**src/rtl/finger_pkg.sv**
```systemverilog
// Shared definitions for the finger judge: FSM encoding, finger count and
// the combo level at which a hit starts earning a bonus point.
// Optional feature macro: FINGER_COMBO_EN (combo counter and score bonus).
package finger_pkg;

  typedef enum logic [1:0] {
    IDLE = 2'd0,
    WAIT = 2'd1,
    HIT  = 2'd2,
    MISS = 2'd3
  } state_t;

  localparam int N_FINGERS      = 4;
  localparam int COMBO_BONUS_TH = 4;

  // Increment an 8-bit counter, sticking at all-ones.
  function automatic logic [7:0] sat_inc8(input logic [7:0] v);
    return (v == 8'hff) ? v : v + 8'd1;
  endfunction

endpackage

```
**src/rtl/finger_judge_if.sv**
```systemverilog
// Beat/verdict bus between the game sequencer (master) and the judge (slave).
// Handshake: pattern is sampled only in a cycle where pattern_vld=1; there is
// no back-pressure, each pattern_vld strobe is one beat. hit/miss are 1-cycle
// verdict pulses (never both), C and score hold their value between verdicts.
// Optional feature macro: FINGER_COMBO_EN (adds combo).
interface finger_judge_if #(
  parameter int SCORE_W = 8
);
  import finger_pkg::*;

  logic [N_FINGERS-1:0] pattern;
  logic                 pattern_vld;
  logic [SCORE_W-1:0]   score;
  logic                 C;
  logic                 hit;
  logic                 miss;
`ifdef FINGER_COMBO_EN
  logic [7:0]           combo;

  modport master (output pattern, pattern_vld, input score, C, hit, miss, combo);
  modport slave  (input pattern, pattern_vld, output score, C, hit, miss, combo);
`else
  modport master (output pattern, pattern_vld, input score, C, hit, miss);
  modport slave  (input pattern, pattern_vld, output score, C, hit, miss);
`endif

endinterface

```
**src/rtl/finger_judge_btn_debounce.sv**
```systemverilog
// One-bit button conditioner: 2-FF synchronizer followed by a stability
// counter. The level output follows the synced input only after it has
// disagreed for DEBOUNCE_CYCLES consecutive cycles.
module btn_debounce #(
  parameter int DEBOUNCE_CYCLES = 4
) (
  input  logic clk,
  input  logic res,
  input  logic btn,
  output logic db
);
  localparam int CW = (DEBOUNCE_CYCLES < 2) ? 1 : $clog2(DEBOUNCE_CYCLES);
  localparam logic [CW-1:0] CNT_LAST = CW'(DEBOUNCE_CYCLES - 1);

  logic          sync1, sync2;
  logic [CW-1:0] cnt;

  // Two-stage synchronizer for the asynchronous button.
  always_ff @(posedge clk or negedge res) begin
    if (!res) begin
      sync1 <= 1'b0;
      sync2 <= 1'b0;
    end else begin
      sync1 <= btn;
      sync2 <= sync1;
    end
  end

  // Count consecutive disagreeing cycles; any agreeing cycle restarts the count.
  always_ff @(posedge clk or negedge res) begin
    if (!res) begin
      cnt <= '0;
      db  <= 1'b0;
    end else if (sync2 != db) begin
      if (cnt == CNT_LAST) begin
        db  <= sync2;
        cnt <= '0;
      end else begin
        cnt <= cnt + 1'b1;
      end
    end else begin
      cnt <= '0;
    end
  end

endmodule

```
**src/rtl/finger_judge.sv**
```systemverilog
// Finger judge: debounces the four finger buttons, judges presses against
// the target pattern of each beat and keeps the running score and correct flag.
// Optional feature macro: FINGER_COMBO_EN (consecutive-hit combo, bonus point).
module finger_judge
  import finger_pkg::*;
#(
  parameter int DEBOUNCE_CYCLES = 4,
  parameter int HIT_WINDOW      = 16,
  parameter int SCORE_W         = 8
) (
  input  logic                 clk,
  input  logic                 res,
  input  logic                 clr,
  input  logic [N_FINGERS-1:0] btn,
  output logic [N_FINGERS-1:0] btn_db,
  output state_t               dbg_state,
  finger_judge_if.slave        bus
);
  localparam int WIN_W = $clog2(HIT_WINDOW);
  localparam logic [WIN_W-1:0] WIN_LOAD = WIN_W'(HIT_WINDOW - 1);

  state_t               state_q, state_d;
  logic [N_FINGERS-1:0] target_q, target_d;
  logic [N_FINGERS-1:0] acc_q, acc_d, acc_now;
  logic [WIN_W-1:0]     win_q, win_d;
  logic [N_FINGERS-1:0] btn_db_q, press;
  logic                 hit_d, miss_d;
  logic [SCORE_W-1:0]   score_q;
  logic [SCORE_W:0]     inc, sum;
  logic                 c_q, hit_q, miss_q;

  for (genvar i = 0; i < N_FINGERS; i++) begin : g_db
    btn_debounce #(.DEBOUNCE_CYCLES(DEBOUNCE_CYCLES)) u_db (
      .clk (clk),
      .res (res),
      .btn (btn[i]),
      .db  (btn_db[i])
    );
  end

  assign press = btn_db & ~btn_db_q;

  // Delayed debounced levels, used to find press (rising) edges.
  always_ff @(posedge clk or negedge res) begin
    if (!res) btn_db_q <= '0;
    else      btn_db_q <= btn_db;
  end

  // FSM state and beat context registers.
  always_ff @(posedge clk or negedge res) begin
    if (!res) begin
      state_q  <= IDLE;
      target_q <= '0;
      acc_q    <= '0;
      win_q    <= '0;
    end else begin
      state_q  <= state_d;
      target_q <= target_d;
      acc_q    <= acc_d;
      win_q    <= win_d;
    end
  end

  // Next state and verdict; a new pattern_vld always opens a fresh window.
  always_comb begin
    state_d  = state_q;
    target_d = target_q;
    acc_d    = acc_q;
    win_d    = win_q;
    hit_d    = 1'b0;
    miss_d   = 1'b0;
    acc_now  = acc_q | press;
    case (state_q)
      IDLE: ;
      WAIT: begin
        acc_d = acc_now;
        if (win_q != '0) win_d = win_q - 1'b1;
        if (bus.pattern_vld) begin
          miss_d = 1'b1;
        end else if ((acc_now & ~target_q) != '0) begin
          miss_d  = 1'b1;
          state_d = MISS;
        end else if (target_q != '0 && acc_now == target_q) begin
          hit_d   = 1'b1;
          state_d = HIT;
        end else if (win_q == '0) begin
          if (target_q == '0) begin
            hit_d   = 1'b1;
            state_d = HIT;
          end else begin
            miss_d  = 1'b1;
            state_d = MISS;
          end
        end
      end
      HIT, MISS: state_d = IDLE;
      default:   state_d = IDLE;
    endcase
    if (bus.pattern_vld) begin
      target_d = bus.pattern;
      acc_d    = '0;
      win_d    = WIN_LOAD;
      state_d  = WAIT;
    end
    if (clr) begin
      state_d = IDLE;
      acc_d   = '0;
      hit_d   = 1'b0;
      miss_d  = 1'b0;
    end
  end

`ifdef FINGER_COMBO_EN
  logic [7:0] combo_q;

  assign inc = (combo_q >= 8'(COMBO_BONUS_TH)) ? (SCORE_W+1)'(2) : (SCORE_W+1)'(1);

  // Consecutive-hit counter; any miss or clear breaks the run.
  always_ff @(posedge clk or negedge res) begin
    if (!res)                combo_q <= '0;
    else if (clr || miss_d)  combo_q <= '0;
    else if (hit_d)          combo_q <= sat_inc8(combo_q);
  end

  assign bus.combo = combo_q;
`else
  assign inc = (SCORE_W+1)'(1);
`endif

  assign sum = {1'b0, score_q} + inc;

  // Registered verdict outputs and saturating score.
  always_ff @(posedge clk or negedge res) begin
    if (!res) begin
      score_q <= '0;
      c_q     <= 1'b0;
      hit_q   <= 1'b0;
      miss_q  <= 1'b0;
    end else if (clr) begin
      score_q <= '0;
      c_q     <= 1'b0;
      hit_q   <= 1'b0;
      miss_q  <= 1'b0;
    end else begin
      hit_q  <= hit_d;
      miss_q <= miss_d;
      if (hit_d) begin
        c_q     <= 1'b1;
        score_q <= sum[SCORE_W] ? '1 : sum[SCORE_W-1:0];
      end else if (miss_d) begin
        c_q <= 1'b0;
      end
    end
  end

  assign bus.score = score_q;
  assign bus.C     = c_q;
  assign bus.hit   = hit_q;
  assign bus.miss  = miss_q;
  assign dbg_state = state_q;

endmodule

```
**src/flat_wrapper.sv**
```systemverilog
// flat-port wrapper written by rule: the top's interface ports become plain ports
module finger_judge_flat import finger_pkg::*;
#(
  parameter int DEBOUNCE_CYCLES = 4,
  parameter int HIT_WINDOW      = 16,
  parameter int SCORE_W         = 8
)
  (clk, res, clr, btn, btn_db, dbg_state, bus_pattern, bus_pattern_vld, bus_score, bus_C, bus_hit, bus_miss);
  finger_judge_if #(.SCORE_W(SCORE_W)) bus_i ();
  input  logic clk;
  input  logic res;
  input  logic clr;
  input  logic [N_FINGERS-1:0] btn;
  output logic [N_FINGERS-1:0] btn_db;
  output state_t dbg_state;
  input wire logic [$bits(bus_i.pattern)-1:0] bus_pattern;
  input wire logic [$bits(bus_i.pattern_vld)-1:0] bus_pattern_vld;
  output wire logic [$bits(bus_i.score)-1:0] bus_score;
  output wire logic [$bits(bus_i.C)-1:0] bus_C;
  output wire logic [$bits(bus_i.hit)-1:0] bus_hit;
  output wire logic [$bits(bus_i.miss)-1:0] bus_miss;
  assign bus_i.pattern = bus_pattern;
  assign bus_i.pattern_vld = bus_pattern_vld;
  assign bus_score = bus_i.score;
  assign bus_C = bus_i.C;
  assign bus_hit = bus_i.hit;
  assign bus_miss = bus_i.miss;
  finger_judge #(.DEBOUNCE_CYCLES(DEBOUNCE_CYCLES), .HIT_WINDOW(HIT_WINDOW), .SCORE_W(SCORE_W)) u_core (.clk(clk), .res(res), .clr(clr), .btn(btn), .btn_db(btn_db), .dbg_state(dbg_state), .bus(bus_i));
endmodule
```
**config.mk**
```make
export PLATFORM = sky130hd
export DESIGN_NAME = finger_judge_flat
export DESIGN_NICKNAME = d
export VERILOG_FILES = /design/src/rtl/finger_pkg.sv /design/src/rtl/finger_judge_if.sv /design/src/rtl/finger_judge_btn_debounce.sv /design/src/rtl/finger_judge.sv /design/src/flat_wrapper.sv
export SDC_FILE = /design/constraint.sdc
export NUM_CORES = 1
export LEC_CHECK = 0
export BUFFER_PORTS_ARGS = -buffer_cell sky130_fd_sc_hd__buf_2
export CAP_MARGIN = 15
export CORE_MARGIN = 2
export CORE_UTILIZATION = 61
export DETAILED_ROUTE_END_ITERATION = 8
export PLACE_DENSITY_LB_ADDON = 0.25
export SLEW_MARGIN = 25
export SYNTH_ARGS = -nofsm -noshare
export SYNTH_HDL_FRONTEND = slang
export SYNTH_SLANG_ARGS = --single-unit
```
**constraint.sdc**
```tcl
create_clock -name clk -period 3.85 [get_ports clk]
set_input_delay 0.1925 -clock clk [delete_from_list [all_inputs] [get_ports clk]]
set_output_delay 0.1925 -clock clk [all_outputs]
set_load 0.05 [all_outputs]
```
# == Yosys cells after proc, flatten, opt, wreduce, memory -nomap -nowiden ==
# Index checks and enable logic that the tools add are counted.
# word_totals
wordCells,111
reg_bits,49
inputBits,12
output_inout_bits,17
# classes
bitwise,5
mux,43
add_sub_neg,6
n_eq_ne,13
n_reduce_logical,19
# ops
cell,count
2-bit two-way mux,13
4-bit two-way mux,6
8-bit two-way mux,3
1-bit two-way mux,20
4-bit nonzero test,4
"2-bit equality test, second input constant",6
2-bit AND reduction,6
"8-bit by 1-bit adder with 9-bit output, second input constant",1
"2-bit by 1-bit adder with 2-bit output, second input constant",4
4-bit AND,2
4-bit logical NOT,2
4-bit inverter,2
"6-bit by 3-bit != test with 1-bit output, second input constant",1
2-bit nonzero test,3
3-bit nonzero test,2
4-bit equality test,1
1-bit != test,4
4-bit OR,1
2-bit one-hot mux with 2 select lines,1
"4-bit by 1-bit subtractor with 4-bit output, second input constant",1
"2-bit by 1-bit equality test with 1-bit output, second input constant",1
2-bit OR reduction,1
1-bit logical AND,1

# == Depth between registers and ports, before layout ==
# Gate-level depths: netlist of the first run.
# logic_depth
depth_word,13
ltp_mapped,8
depth_no_buf,7

# == By module ==
# From an unflattened synthesis of the first run, not the netlist that was laid out.
# unflattened
cells_unflattened,184
area_unflattened_um2,2168.3
# modules_own_cells
module,area_per_inst_um2,cells_each,n_inst,seq_area_each_um2
finger_judge,1472.7,144,1,725.7
btn_debounce,173.9,10,4,125.1

# == Worst setup path after synthesis of the first run ==
# OpenSTA, ideal clock, no wires.
# synth_timing
path_kind,register to register
startpoint,reg u_core.g_db[1].u_db.db
endpoint,"reg u_core.state_q[1], in the netlist u_core.dbg_state[1]"
t_arrival_ns,1.966
stages_incl_launch_ff,6
setup_slack_ns,1.758
n_path_buf,0
synth_period_minus_slack_ns,2.092
setup_ns,0.126
required_ns,3.724
cell_sequence,dfrtp_1 -> a21o_1 -> ha_1 -> or4_4 -> or4_1 -> nor3b_1
# synth_between
elab_chain_cells,9
elab_cells_between_ends,13
classes_between,eq/ne (2); mux (5); bitwise (3); reduce/logical (3)
# synth_rtl
element,line,source
"start, declared",finger_judge_btn_debounce.sv:10,output logic db
"start signal, assigned",finger_judge_btn_debounce.sv:36,db <= sync2;
4-bit AND (*),finger_judge.sv:41,assign press = btn_db & ~btn_db_q;
4-bit OR (*),finger_judge.sv:72,acc_now = acc_q | press;
4-bit equality test,finger_judge.sv:83,end else if (target_q != '0 && acc_now == target_q) begin
1-bit logical AND,finger_judge.sv:83,
2-bit two-way mux,finger_judge.sv:83,
2-bit two-way mux,finger_judge.sv:80,end else if ((acc_now & ~target_q) != '0) begin
2-bit one-hot mux with 2 select lines,finger_judge.sv:73,case (state_q)
2-bit two-way mux,finger_judge.sv:99,if (bus.pattern_vld) begin
2-bit two-way mux,finger_judge.sv:105,if (clr) begin
"end signal, assigned",finger_judge.sv:57,state_q <= state_d;
"end, declared",finger_judge.sv:22,"state_t state_q, state_d;"
# Every way passes the cells marked *; elsewhere a longest branch is shown, timed or not.
# A chain may end at the register's enable or synchronous reset.

# == Worst setup path after layout of the first run ==
# layout_timing
startpoint,reg u_core.win_q[0]
endpoint,"reg u_core.score_q[4], in the netlist u_core.bus.score[4]"
# layout_between
elab_chain_cells,8
# layout_rtl
element,line,source
"start, declared",finger_judge.sv:25,"logic [WIN_W-1:0] win_q, win_d;"
"start signal, assigned",finger_judge.sv:60,win_q <= win_d;
4-bit logical NOT,finger_judge.sv:86,end else if (win_q == '0) begin
1-bit two-way mux,finger_judge.sv:86,
1-bit two-way mux,finger_judge.sv:83,
1-bit two-way mux,finger_judge.sv:80,
1-bit two-way mux,finger_judge.sv:78,if (bus.pattern_vld) begin
1-bit two-way mux,finger_judge.sv:73,
1-bit two-way mux,finger_judge.sv:105,
2-bit nonzero test (no source line),n/a,
"end signal, assigned",finger_judge.sv:149,score_q <= sum[SCORE_W] ? '1 : sum[SCORE_W-1:0];
"end, declared",finger_judge.sv:28,logic [SCORE_W-1:0] score_q;
# No other way between the ends.

==> results.yml, run 1 <==
sta:
  hold_viol: 0
  setup-tns-final_ns: 0
  slew_violations: 0
  finalClockSkew_ns: 0.00502
  fin_ws_ns: 1.45
  worstMarginPinSlew_ns: 0.792
  fmax_mhz: 417
  finalCriticalPeriod_ns: 2.40
  rsz0062_at_grt: "false"
  post-route-period-util_pct: 62.3
  slew_headroom_pct: 45.7
  setup_violations: 0
pwr:
  p_comb_share_pct: 33.3
  ir_drop_mv: 0.263
  power_density_mw_per_mm2: 560
  p_seq_share_pct: 50.0
  leakage_nw: 1.17
  p_sw_w: 0.000499
  power_frac_clock_pct: 16.6
  p_int_w: 0.000856
  swShare_pct: 36.8
  total_power_w: 0.00136
die:
  fp-row-count: 21
  dieArea_mm2: 0.00407
  die_w_um: 63.8
  core_mm2: 0.00339
  start_util_pct: 64.3
  ios: 29
  die_height_um: 63.8
worst_hold_path:
  hp-class: "in -> reg"
  holdPathStages: 3
  min_to: "u_core.target_q[0]"
  min_from: "bus_pattern[0]"
route:
  ant_nets: 0
  drc_errors: 0
  wl_per_cell_um: 14.5
  initialDrtViolationCount: 163
  wirelength_mm: 3.79
  dr.pass1.iters: 4
  via_count: 1458
  avgViaCountPerCell: 5.59
global_route:
  grt_overflow_total: 0
  grt.total_usage_pct: 22.2
  grt_first_pass_wirelength_mm: 7.04
  antenna_found_initial: 0
  grt_max_degree: 50
  grt_pass1_vias: 1497
cts:
  numCtsBuffers: 5
  clk_pin_slew_worst_paths_ns: 0.13
  postCtsSetupRepairBufs: 0
  clockBufferDepth: 2
  cts_root_buf: "clkbuf_4"
  cts.sinks: 49
  htree_levels: 2
  cts_tree: "done"
  clk_latency_ns: 0.35
critical_path:
  crit_fanout: 11
  crit_arrival_ns: 2.65
  endpoint_kind: "register"
  reg2reg_from: "u_core.win_q[0]"
  slowest_delay_ns: 0.67
  r2r_slack_ns: 1.45
  reg2reg_depth: 6
  slowest_stage: "mux2i_1"
  worstPathRequired_ns: 4.10
  worstReg2RegEnd: "u_core.bus.score[4]"
  critPathKind: "reg -> reg"
  start_kind: "register"
  path_cells: "inv_1 -> ha_1 -> or3b_1 -> mux2i_1 -> a31oi_1 -> a211oi_1"
run:
  drv_cap: 0
placed_design:
  place.gp.congestion: 0.887
  pre_cts_ws_ns: 1.49
  portBuffers: 28
  dpl.hpwl_mm: 2.74
logic_synthesis:
  synth_cell_types: 39
  postSynth.asyncResetShare_pct: 100
  synth_edf_count: 0
  synthesis.nets: 207
  syn_inst: 184
  syn-cell-area_mm2: 0.00218
  synth_area_per_cell_um2: 11.8
  ys_seq_elements: 49
  synth_flop_cell: "dfrtp_1"
  ys_seq_area_share_pct: 56.3
  ys.warnings.count: 0
finish:
  n_fill_cell: 247
  insertedDiodeCount: 0
  layout-drive-gt1-share_pct: 22.8
  layout_commonest_cell: "dfrtp_1"
  finish.utilization_pct: 71.4
  area_growth_syn_to_layout_pct: 11.1
  final_cell_mix: "dfrtp_1 (49), buf_2 (27), inv_1 (11), ha_1 (11), o21ai_0 (10)"
  fin_nets: 237
status:
  status: "finished, final reports clean"
[worst max path at each step]
stage,startpoint,to,slack (ns)
finish,u_core.win_q[0],u_core.bus.score[4],1.45
global route,u_core.win_q[0],u_core.bus.score[4],1.27
CTS,u_core.g_db[1].u_db.db,u_core.bus.score[4],1.46
detailed placement,u_core.g_db[1].u_db.db,u_core.bus.score[4],1.49
global placement,u_core.g_db[1].u_db.db,u_core.bus.score[2],1.62
floorplan,u_core.g_db[1].u_db.db,u_core.dbg_state[1],1.76
[per-layer routing]
layer  GRT usage, %  routed length [µm]  up-vias
met2           35.0                1930       23
met4           7.07                  23        0
met3           4.23                  96        2
met5              0                   0        -
li1               -                   -      706
met1           31.5                1740      727
[synth_stat cells, drive strengths merged (2+ instances only)]
cell | instances | area share (%)
nor2b | 7 | 2.0
nor3 | 7 | 2.1
a21o | 4 | 1.4
nand2b | 3 | 0.86
and2 | 3 | 0.92
ha | 11 | 6.3
and4 | 3 | 1.2
o21ai | 10 | 2.3
a21oi | 3 | 0.69
or2 | 3 | 0.86
and3 | 4 | 1.1
nand4 | 2 | 0.57
a211oi | 3 | 1.0
inv | 11 | 1.9
a311oi | 5 | 2.9
mux2 | 4 | 2.1
xnor2 | 5 | 2.0
or4 | 2 | 0.86
nor2 | 9 | 1.6
nand2 | 6 | 1.0
a31oi | 8 | 2.3
clkbuf | 4 | 0.69
dfrtp | 49 | 56
buf | 6 | 2.2
nand3 | 3 | 0.69
[power by group through the flow]
stage	Combinational [W]	Clock, W	Sequential, W
after floorplan	0.000367	0	0.000695
after global placement	0.000426	0	0.000681
after detailed placement	0.000448	0	0.000691
after CTS	0.000455	0.000236	0.000680
after global routing	0.000502	0.000263	0.000692
final	0.000451	0.000226	0.000678
[cell families (layout without fill, tap and decap cells)]
family          Yosys count  count (layout)  share of synthesized area (%)
simple gates             55              55                           15.6
buf+inv                  21              52                           4.82
mux                       5               5                           2.53
flops                    49              49                           56.3
xor+xnor                  6               6                           2.41
fa+ha+maj                11              11                           6.32
compound gates           37              37                           12.1
[repair_timing]
action                     in CTS  in global routing
hold endpoints to repair        4                 49
resized for setup               0                  0
hold buffers                    4                  1
setup endpoints to repair       0                  0
[metrics by stage]
| step | cell area [µm²] | hold WS, ns | instances |
|---|---|---|---|
| 2_1_floorplan | 2180 | -0.103 | 184 |
| 3_3_place_gp | 2310 | 0.300 | 248 |
| 3_5_place_dp | 2310 | 0.302 | 248 |
| 4_1_cts | 2410 | 0.0238 | 260 |
| 5_1_grt | 2420 | 0.0436 | 261 |
| 6_report | 2420 | 0.0403 | 261 |
[critical path, delay by kind of cell, from the launching register on]
kind	cells	cell delay [ns]
AOI/OAI and AO/OA	2	0.51
muxes	1	0.67
adders and majority gates	1	0.16
DFF	1	0.40
buffers and inverters	1	0.11
and+or+nand+nor	1	0.44
[registers in the layout, summed over array words and instances, names as in the netlist]
register / flops
u_core.bus.hit: 1
u_core.g_db.u_db.sync1: 4
u_core.btn_db_q: 4
u_core.acc_q: 4
u_core.bus.score: 8
u_core.g_db.u_db.db: 4
u_core.g_db.u_db.sync2: 4
u_core.win_q: 4
u_core.g_db.u_db.cnt: 8
u_core.bus.miss: 1
u_core.target_q: 4
u_core.bus.C: 1
u_core.dbg_state: 2
[final cells by class]
cell class | instances | area, µm² | area share [%]
Sequential cell | 49 | 1230 | 50.6
Inverter | 11 | 41.3 | 1.71
Clock buffer | 6 | 41.3 | 1.71
Tap cell | 46 | 57.6 | 2.38
Timing Repair Buffer | 33 | 193 | 7.96
Multi-Input combinational cell | 114 | 847 | 35.0
Clock inverter | 2 | 15.0 | 0.620
Note: power is estimated with default switching activity, not from simulation.
==> run 2, diff against run 1 <==
Settings changed: ABC_AREA set to 1, CORE_UTILIZATION 61 to 57.
Clock period 3.85 ns to 2.5 ns, I/O delays scaled along.
==> results.yml, run 2 <==
die:
  die_height_um: 67.6
  start_util_pct: 58.4
  die_w_um: 67.6
  fp-row-count: 23
  dieArea_mm2: 0.00456
  core_mm2: 0.00394
  ios: 29
sta:
  hold_viol: 0
  rsz0062_at_grt: "false"
  slew_violations: 0
  setup-tns-final_ns: 0
  worstMarginPinSlew_ns: 0.593
  setup_violations: 0
  post-route-period-util_pct: 71.3
  slew_headroom_pct: 60.4
  fmax_mhz: 561
  hold-worst-slack_ns: 0.0327
  finalCriticalPeriod_ns: 1.78
  finalClockSkew_ns: 0.0102
critical_path:
  worstPathRequired_ns: 2.74
  slowest_delay_ns: 0.41
  slowest_stage: "dfrtp_1"
  path_cells: "inv_1 -> o21ai_0 -> ha_1 -> nand2_1 -> inv_1 -> nand2_1 -> a21oi_1 -> nand2_1 -> nand3_1 -> nand2_1"
  crit_arrival_ns: 2.02
  start_kind: "register"
  worst-path-buf-inv: 2
  endpoint_kind: "register"
  path_common_cell: "nand2_1"
  crit_fanout: 8
  cp_top_family: "simple AND/OR/NAND/NOR gates"
  critPathKind: "reg -> reg"
finish:
  area_growth_syn_to_layout_pct: 14.5
  final_cell_mix: "nand2_1 (60), dfrtp_1 (49), inv_1 (43), buf_2 (28), nand3_1 (27)"
  insertedDiodeCount: 0
  layout-drive-gt1-share_pct: 15.5
  layout_commonest_cell: "nand2_1"
  fin_nets: 325
  final_area_mm2: 0.00264
logic_synthesis:
  synth_flop_cell: "dfrtp_1"
  ys.warnings.count: 0
  synth_cell_types: 22
  postSynth.asyncResetShare_pct: 100
  synthesis.nets: 290
  synth_top_area_share_pct: 53.3
  ys_seq_area_share_pct: 53.3
  synth_largest_area_cell: "dfrtp_1"
  synth_edf_count: 0
  yosys-top-cells-count: "nand2_1 (60), dfrtp_1 (49), inv_1 (43), nand3_1 (27), nor2_1 (24)"
  synth_area_leaders: "dfrtp_1 (53%), nand2_1 (9.8%), inv_1 (7.0%)"
  synth_area_per_cell_um2: 8.62
  syn_inst: 267
  syn-cell-area_mm2: 0.00230
  ys_seq_elements: 49
  synth.most_common_cell: "nand2_1"
cts:
  cts_root_buf: "clkbuf_8"
  cts.sinks: 49
  cts-resized-gates: 0
  clk_latency_ns: 0.30
  numCtsBuffers: 5
  clk_pin_slew_worst_paths_ns: 0.09
  cts_tree: "done"
  clockBufferDepth: 2
  htree_levels: 2
worst_hold_path:
  hp-class: "in -> reg"
route:
  ant_nets: 0
  drc_errors: 0
  wl_per_cell_um: 10.9
  avgViaCountPerCell: 4.96
  initialDrtViolationCount: 125
  dr.pass1.iters: 4
  wirelength_mm: 3.83
  via_count: 1750
global_route:
  grt_overflow_total: 0
  grt_max_degree: 50
  grt.total_usage_pct: 20.1
  antenna_found_initial: 0
  grt_pass1_vias: 1605
  grt_first_pass_wirelength_mm: 6.85
pwr:
  ir_drop_mv: 0.557
  leakage_nw: 1.43
  power_density_mw_per_mm2: 835
placed_design:
  portBuffers: 28
  place.gp.congestion: 0.796
  dpl.hpwl_mm: 2.74
  place_area_mm2: 0.00247
run:
  drv_cap: 0
status:
  status: "finished, final reports clean"
[run 2: cell types whose count changed in the layout (fill, tap and decap cells not counted), sizes merged, moves of 5 or more]
cell    before  now
nand2        6   64
inv         11   44
nand3        3   28
nor2         9   29
o21ai       10   18
a31oi        8    1
nor2b        7    0
a311oi       5    0
[run 2: metrics by stage]
| stage | cells | utilization, % | total power (W) | setup WS [ns] |
|---|---|---|---|---|
| floorplan | 267 | - | 0.00156 | 0.891 |
| detailed placement | 340 | 62.7 | 0.00168 | 0.749 |
| CTS | 353 | 66.8 | 0.00223 | 0.726 |
| global placement | 340 | 62.7 | 0.00166 | 0.821 |
| global route | 353 | 66.8 | 0.00237 | 0.570 |
| finish | 353 | 66.8 | 0.00220 | 0.717 |
[run 2: worst paths after layout]
| path | startpoint | to | slack (ns) | depth (start not counted) |
|---|---|---|---|---|
| worst max-delay path | u_core.g_db[1].u_db.db | u_core.bus.score[5] | 0.72 | 10 |
| worst min-delay path | bus_pattern[0] | u_core.target_q[0] | 0.03 | 3 |
| worst max register to register | u_core.g_db[1].u_db.db | u_core.bus.score[5] | 0.72 | 10 |
| worst min register to register | u_core.g_db[3].u_db.sync1 | u_core.g_db[3].u_db.sync2 | 0.35 | 0 |
| max in group asynchronous | res | u_core.bus.score[6] | 1.65 | 3 |
| min in group asynchronous | res | u_core.g_db[3].u_db.cnt[0] | 0.44 | 3 |
[run 2: routing by layer]
metal  GRT usage, %  routed length (µm)  vias to the layer above
met5              0                   0                        -
li1               -                   -                      904
met4           8.67                  54                        0
met2           31.9                1770                       32
met1           27.2                1820                      807
met3           3.67                 183                        7
[run 2: worst register-to-register path: cells and delay by family, from the launching register on]
family                   cells  cell delay, ns
buffers and inverters        2            0.13
AO/OA/AOI/OAI                2            0.29
flip-flops                   1            0.41
adder cells (fa/ha/maj)      1            0.27
AND/OR/NAND/NOR              5            0.61
[run 2: layout make-up]
cell class | instances | area [µm²]
clock buffer | 6 | 72.6
clock inverter | 2 | 38.8
fill | 324 | 1310
inverter | 44 | 165
multi-input combinational | 168 | 872
sequential | 49 | 1230
tap | 50 | 62.6
timing repair buffer | 34 | 198
[run 2: timing repair]
item / 4_1_cts / 5_1_grt
buffers inserted: 0 / 0
hold buffers: 5 / 0
endpoints found under the hold margin: 53 / 0
[run 2: cell families after synthesis]
logic type                 synth area share (%)
DFF                                        53.3
buffers and inverters                      8.86
xor gates and xnor gates                   1.52
adders and majority gates                  5.98
and+or+nand+nor                            24.7
AOI/OAI and AO/OA                          5.71
[run 2: power by group]
part	leakage, nW	total [W]	switching, W	internal [W]
sequential	0.618	0.00102	0.0000806	0.000937
combinational	0.758	0.000641	0.000443	0.000199
clock	0.0554	0.000543	0.000243	0.000300
total	1.43	0.00220	0.000766	0.00144
